[src/rtl/osd_rom_arb.sv]
// osd_rom_arb: two-requester read arbiter in front of a synchronous ROM.
// Accepts at most one read per clock, tracks in-flight reads with an
// RD_LAT-deep tag pipeline and steers the shared read data to the owner.
// Build option: define OSD_ROM_ARB_RR_EN for round-robin contention
// resolution; left undefined, requester 0 has fixed priority.
module osd_rom_arb #(
    parameter int ADDR_WIDTH = 10,
    parameter int DATA_WIDTH = 32,
    parameter int RD_LAT     = 1
) (
    input  logic                  clk,
    input  logic                  rst_n,
    input  logic                  req0_valid,
    input  logic [ADDR_WIDTH-1:0] req0_addr,
    output logic                  req0_ready,
    input  logic                  req1_valid,
    input  logic [ADDR_WIDTH-1:0] req1_addr,
    output logic                  req1_ready,
    output logic                  rsp0_valid,
    output logic                  rsp1_valid,
    output logic [DATA_WIDTH-1:0] rsp_data,
    output logic [ADDR_WIDTH-1:0] rom_addr,
    output logic                  rom_clk_en,
    output logic                  rom_rd_oce,
    output logic                  rom_rst,
    input  logic [DATA_WIDTH-1:0] rom_rd_data,
    output logic                  busy
);

    logic [1:0]            rst_sync_r;
    logic                  win0_s;
    logic                  gnt0_s;
    logic                  gnt1_s;
    logic                  accept_s;
    logic [ADDR_WIDTH-1:0] gnt_addr_s;
    logic [ADDR_WIDTH-1:0] addr_hold_r;
    logic [RD_LAT-1:0]     tag_vld_r;
    logic [RD_LAT-1:0]     tag_id_r;

`ifdef OSD_ROM_ARB_RR_EN
    logic                  last_grant_r;

    // Round-robin: whichever requester was not granted last wins a tie.
    assign win0_s = last_grant_r;

    // Remember the most recent winner; reset to 1 so requester 0 wins first.
    always_ff @(posedge clk or negedge rst_n) begin
        if (!rst_n) begin
            last_grant_r <= 1'b1;
        end else if (accept_s) begin
            last_grant_r <= gnt1_s;
        end else begin
            last_grant_r <= last_grant_r;
        end
    end
`else
    // Fixed priority: requester 0 always wins a tie.
    assign win0_s = 1'b1;
`endif

    // Two-flop synchronizer on reset release; grants stay off until it is high.
    always_ff @(posedge clk or negedge rst_n) begin
        if (!rst_n) begin
            rst_sync_r <= 2'b00;
        end else begin
            rst_sync_r <= {rst_sync_r[0], 1'b1};
        end
    end

    // Grant decision; depends only on valids and arbitration state.
    always_comb begin
        gnt0_s = 1'b0;
        gnt1_s = 1'b0;
        if (!rst_sync_r[1]) begin
            gnt0_s = 1'b0;
            gnt1_s = 1'b0;
        end else if (req0_valid && (!req1_valid || win0_s)) begin
            gnt0_s = 1'b1;
        end else if (req1_valid) begin
            gnt1_s = 1'b1;
        end else begin
            gnt0_s = 1'b0;
            gnt1_s = 1'b0;
        end
    end

    assign accept_s   = gnt0_s | gnt1_s;
    assign req0_ready = gnt0_s;
    assign req1_ready = gnt1_s;

    // Address mux: granted address in an accept cycle, otherwise the held one.
    always_comb begin
        gnt_addr_s = addr_hold_r;
        if (gnt0_s) begin
            gnt_addr_s = req0_addr;
        end else if (gnt1_s) begin
            gnt_addr_s = req1_addr;
        end else begin
            gnt_addr_s = addr_hold_r;
        end
    end

    // Hold the last granted address so the ROM address is stable when idle.
    always_ff @(posedge clk or negedge rst_n) begin
        if (!rst_n) begin
            addr_hold_r <= {ADDR_WIDTH{1'b0}};
        end else if (accept_s) begin
            addr_hold_r <= gnt_addr_s;
        end else begin
            addr_hold_r <= addr_hold_r;
        end
    end

    // Tag pipeline: stage 0 captures the accept, last stage marks the response.
    always_ff @(posedge clk or negedge rst_n) begin
        if (!rst_n) begin
            tag_vld_r <= {RD_LAT{1'b0}};
            tag_id_r  <= {RD_LAT{1'b0}};
        end else begin
            tag_vld_r[0] <= accept_s;
            tag_id_r[0]  <= gnt1_s;
            for (int i = 1; i < RD_LAT; i++) begin
                tag_vld_r[i] <= tag_vld_r[i-1];
                tag_id_r[i]  <= tag_id_r[i-1];
            end
        end
    end

    assign rsp0_valid = tag_vld_r[RD_LAT-1] & ~tag_id_r[RD_LAT-1];
    assign rsp1_valid = tag_vld_r[RD_LAT-1] &  tag_id_r[RD_LAT-1];
    assign rsp_data   = rom_rd_data;
    assign rom_addr   = gnt_addr_s;
    assign busy       = |tag_vld_r;
    assign rom_clk_en = accept_s | busy;
    assign rom_rd_oce = (RD_LAT == 2) ? 1'b1 : 1'b0;
    assign rom_rst    = ~rst_n;

endmodule

[config.mk]
export PLATFORM = sky130hd
export DESIGN_NAME = osd_rom_arb
export DESIGN_NICKNAME = d
export VERILOG_FILES = /design/src/rtl/osd_rom_arb.sv
export SDC_FILE = /design/constraint.sdc
export NUM_CORES = 1
export LEC_CHECK = 0
export CAP_MARGIN = 20
export CORE_ASPECT_RATIO = 1.25
export CORE_MARGIN = 2
export CORE_UTILIZATION = 27
export CTS_BUF_LIST = sky130_fd_sc_hd__clkbuf_8
export CTS_CLUSTER_DIAMETER = 200
export DETAILED_ROUTE_END_ITERATION = 7
export GPL_ROUTABILITY_DRIVEN = 0
export PLACE_DENSITY = 0.91
export SYNTH_ARGS = -nofsm -noshare
export SYNTH_HDL_FRONTEND = slang
export SYNTH_SLANG_ARGS = --single-unit
export TNS_END_PERCENT = 100
[constraint.sdc]
create_clock -name clk -period 1.1 [get_ports clk]
set_input_delay 0.165 -clock clk [delete_from_list [all_inputs] [get_ports clk]]
set_output_delay 0.165 -clock clk [all_outputs]
set_load 0.02 [all_outputs]
### After elaboration in Yosys (flattened, before gate mapping)

Cells that the tools add are included.

* bitwise operators: 6
* muxes and demuxes: 7

Operator list (count)
* two-way mux 10 bit: 2
* two-way mux 1 bit: 5
* bitwise AND 1 bit: 2
* NOT 1 bit: 2
* bitwise OR 1 bit: 2

* bits in registers: 14
* input bits: 56
* output and inout bits: 50

### Depth between registers and ports, before layout

* depth after elaboration: 5
* depth in mapped cells: 3
* gate-level depth less buffers: 2

### Worst setup path after synthesis

Ideal clock, no wire load.

* path type: reg2out
* start point: reg rst_sync_r[1]
* end point: out rom_addr[0]
* stages on the path, launching flop included: 4
* path buffers: 1
* arrival time: 1.333 ns
* data required time: 0.935 ns
* slack: -0.398 ns
* cells stage by stage: dfrtp_1 > and2_4 > buf_6 > a222oi_1

RTL lines
* from (decl): RTL line 30 `logic [1:0] rst_sync_r;`
* from (signal assigned): RTL line 66 `rst_sync_r <= {rst_sync_r[0], 1'b1};`
* two-way mux 1 bit: RTL line 74 `if (!rst_sync_r[1]) begin`
* net req0_ready: RTL line 15 `output logic req0_ready,`
* two-way mux 10 bit: RTL line 94 `if (gnt0_s) begin`
* to (decl): RTL line 22 `output logic [ADDR_WIDTH-1:0] rom_addr,`

The timed path passes the listed nets, and every way through them passes these cells.

### Worst setup path after layout

* start point: reg rst_sync_r[1]
* end point: out rom_addr[0]

* word-level cells in the longest chain between the ends: 3

Ends and longest elaborated chain
* two-way mux 1 bit: RTL line 74
* two-way mux 10 bit: RTL line 96 `end else if (gnt1_s) begin`
* two-way mux 10 bit *: RTL line 94

Every way passes the cells marked *; elsewhere a longest branch is shown, timed or not.

==> results.md <==
- Share of flip-flops with an asynchronous set or reset: 100%
- Levels on crit path: 5
- Slowest stage cell on the critical path: dfrtp_1
- Number of enable flip-flop cells after synthesis: 0
- Cell count after synthesis: 115
- Sink count of the clock tree: 14
- Global-route wire length before repair: 3.95 mm
- Final worst-path cycle share: 156%
- List of most frequent post-synthesis cells: buf_4, inv_1, a222oi_1
- Post-layout net count: 202
- CTS tree: yes
- Die X: 59.6 µm
- Antenna violations before repair: 0
- Pre-CTS setup slack: -1.16 ns
- Maximum level of the CTS H-tree: 1
- Gate family responsible for the most delay along the worst path: buffers and inverters
- Setup repair after global routing missed its margin: true
- Top cell type by total area after synthesis: dfrtp_1
- Max clock buf depth: 2
- Signed area change from the synthesized netlist to the final layout: 36.4%
- Data arrival time of the worst path: 1.55 ns
- Iteration-0 DRC count of the detailed router: 103
- Capturing element of the worst setup path: rom_addr[0]
- Worst setup SP type: register
- Leakage power summed over all cells: 0.724 nW
- Number of buffers inserted during clock tree synthesis: 3
- Slew Limit Fails: 0
- Upper clock frequency limit: 0.584 GHz
- Library cells used by synthesis: 13
- Total track usage: 12.0%
- Reg2Reg Setup Slack: -0.26 ns
- Delay of the slowest cell on the worst path: 0.41 ns
- Count of yosys warnings during synthesis: 0
- Count of buffering cells on the critical path with inverters included: 3
- Total of endpoints with negative setup slack in the final report: 24
- Placeable core area: 0.00375 mm²
- Final number of hold-violating endpoints: 0
- Launch instance of the worst register-to-register path: rst_sync_r[1]
- Netlist Area Pre-Place: 0.00104 mm²
- Routed Antenna Nets: 0
- Io pins: 106
- Die Y: 73.5 µm
- Buffer cell driving the clock tree root: clkbuf_8
- Initial cell density of the core: 27.8%
- Prevailing post-synth register cell: dfrtp_1
- Most frequent cell after synthesis: buf_4
- Clk_lat worst skew: 0.24 ns
- Net Count, Synth: 171
- Worst Setup End Kind: output pin
- Overall overflow remaining after global route: 0
- Final Worst Setup Slack: -0.612 ns
- Number of input and output port buffers inserted: 40
- Die area: 0.00438 mm²
- Maximum Capacitance Violations: 0
- Wirelength per Cell: 14.2 µm
- Largest net degree at the start of global routing: 15
- Count of state elements after synthesis: 14
- Total number of vias: 889
- Required time of the critical path: 0.94 ns
- Worst IR Drop VDD: 422 µV
- Post-synthesis area per instance: 9.06 µm²
- Fin crit period: 1.71 ns
- Hold_buf cts: 0
- Sequential fraction of the synthesis area: 33.6%
- Result of the run: complete, but fails checks
- Series of cell instances along the critical path: nor2b_4 > buf_6 > buf_4 > a222oi_1 > buf_2
- Violations in the final reports: setup timing
- Fin Clk Skew: 0.000601 ns
- Final WL: 2.61 mm
- DP Wirelength: 1.73 mm
- # diodes: 0
- Iteration count of the initial detailed-routing pass: 4
- Fraction of layout instances using a drive strength above 1: 36.1%
- Clk slew on worst S/H paths: 0.05 ns
- Top fanout value on the critical path: 6
- First element of the critical path: rst_sync_r[1]
- Area share of the largest cell type after synthesis: 33.6%
- Top cells by area, synth: dfrtp_1, buf_4, a222oi_1, inv_1, nor2b_1
- Worst reg2reg endpoint: addr_hold_r[6]
- DRC violation count after routing: 0
- Power density relative to cell area: 1090 mW/mm²
- Average vias per placed instance: 4.83
- Register-to-Register Path Depth: 5
- Crit path kind: register to output pin
- Rows: 25
- Worst Hold Margin: 0.0619 ns
- Vias in the first global route: 840
- Worst min-delay path class: primary input to async pin
[power breakdown]
part	leakage (nW)	switching, W	total (W)	internal, W
clock network	0.0216	0.000165	0.000407	0.000242
registers	0.158	0.0000169	0.000587	0.000570
logic	0.545	0.000270	0.000550	0.000280
total	0.724	0.000452	0.00154	0.00109
[per-stage QoR]
step | std cells | power, W | setup TNS, ns | utilization, % | instance area (µm²)
floorplan | 115 | 0.00103 | -3.82 | - | 1050
global placement | 166 | 0.00113 | -15.33 | 34.3 | 1290
detailed placement | 166 | 0.00114 | -15.96 | 34.3 | 1290
CTS | 184 | 0.00156 | -9.36 | 37.5 | 1410
global route | 184 | 0.00164 | -10.38 | 37.9 | 1420
finish | 184 | 0.00154 | -8.58 | 37.9 | 1420
[cell families after synthesis]
kind of cell,after synthesis,share of synthesized area [%]
compound gates,21,19.7
buf+inv,62,36.1
other cells,2,0.721
flops,14,33.6
simple gates,16,9.84
[flip-flops by register name, indices dropped and copies added, names as in the netlist]
register     cells
busy             1
tag_id_r         1
rst_sync_r       2
addr_hold_r     10
[routing by layer]
layer | up-vias | GRT usage [%] | wire [µm]
met5 | - | 0 | 0
met4 | 0 | 5.43 | 24
met3 | 8 | 2.64 | 186
met2 | 26 | 20.8 | 1410
met1 | 432 | 13.9 | 987
li1 | 423 | - | -
[cell type report]
cell class,count,area [µm²]
fillers,386,2330
repair buffers,65,551
flip-flops and latches,14,350
clock buffers,3,41.3
well taps,40,50.0
multi-input cells,40,347
inverters,22,82.6
[placed cells by master, fill, tap and decap left out]
cell type and count:
inv_1 22, clkdlybuf4s15_2 1, clkbuf_2 1, buf_2 12, nor2b_4 2, clkdlybuf4s50_1 20
a222oi_1 20, nor2b_1 10, buf_6 10, and2_2 1, conb_1 2, clkbuf_8 3
nand2b_1 1, dlygate4sd2_1 3, and2_4 3, o21ai_2 1, dfrtp_1 14, buf_4 18
[worst register-to-register path, delay by kind of cell (launching register included)]
family | cells | cell delay [ns]
flip-flops | 1 | 0.41
AND/OR/NAND/NOR | 1 | 0.14
buffers and inverters | 3 | 0.42
AO/OA/AOI/OAI | 1 | 0.28
[worst min path at each step]
| stage | from | endpoint | slack (ns) | cells after the start |
|---|---|---|---|---|
| finish | rst_n | addr_hold_r[0] | 0.06 | 2 |
| global route | rst_n | addr_hold_r[0] | 0.08 | 2 |
| CTS | rst_n | addr_hold_r[0] | 0.06 | 2 |
| detailed placement | rom_rd_data[18] | rsp_data[18] | 0.33 | 0 |
| global placement | rom_rd_data[18] | rsp_data[18] | 0.33 | 0 |
| floorplan | rst_n | addr_hold_r[0] | -0.13 | 0 |
[what timing repair did]
| item | in CTS | in global routing |
|---|---|---|
| setup buffers | 13 | 0 |
| resized for setup | 93 | 9 |
| setup endpoints to repair | 26 | 27 |
| pin swaps | 9 | 8 |
| cloned | 2 | 1 |
No activity file was read; power rests on OpenSTA's default activity.
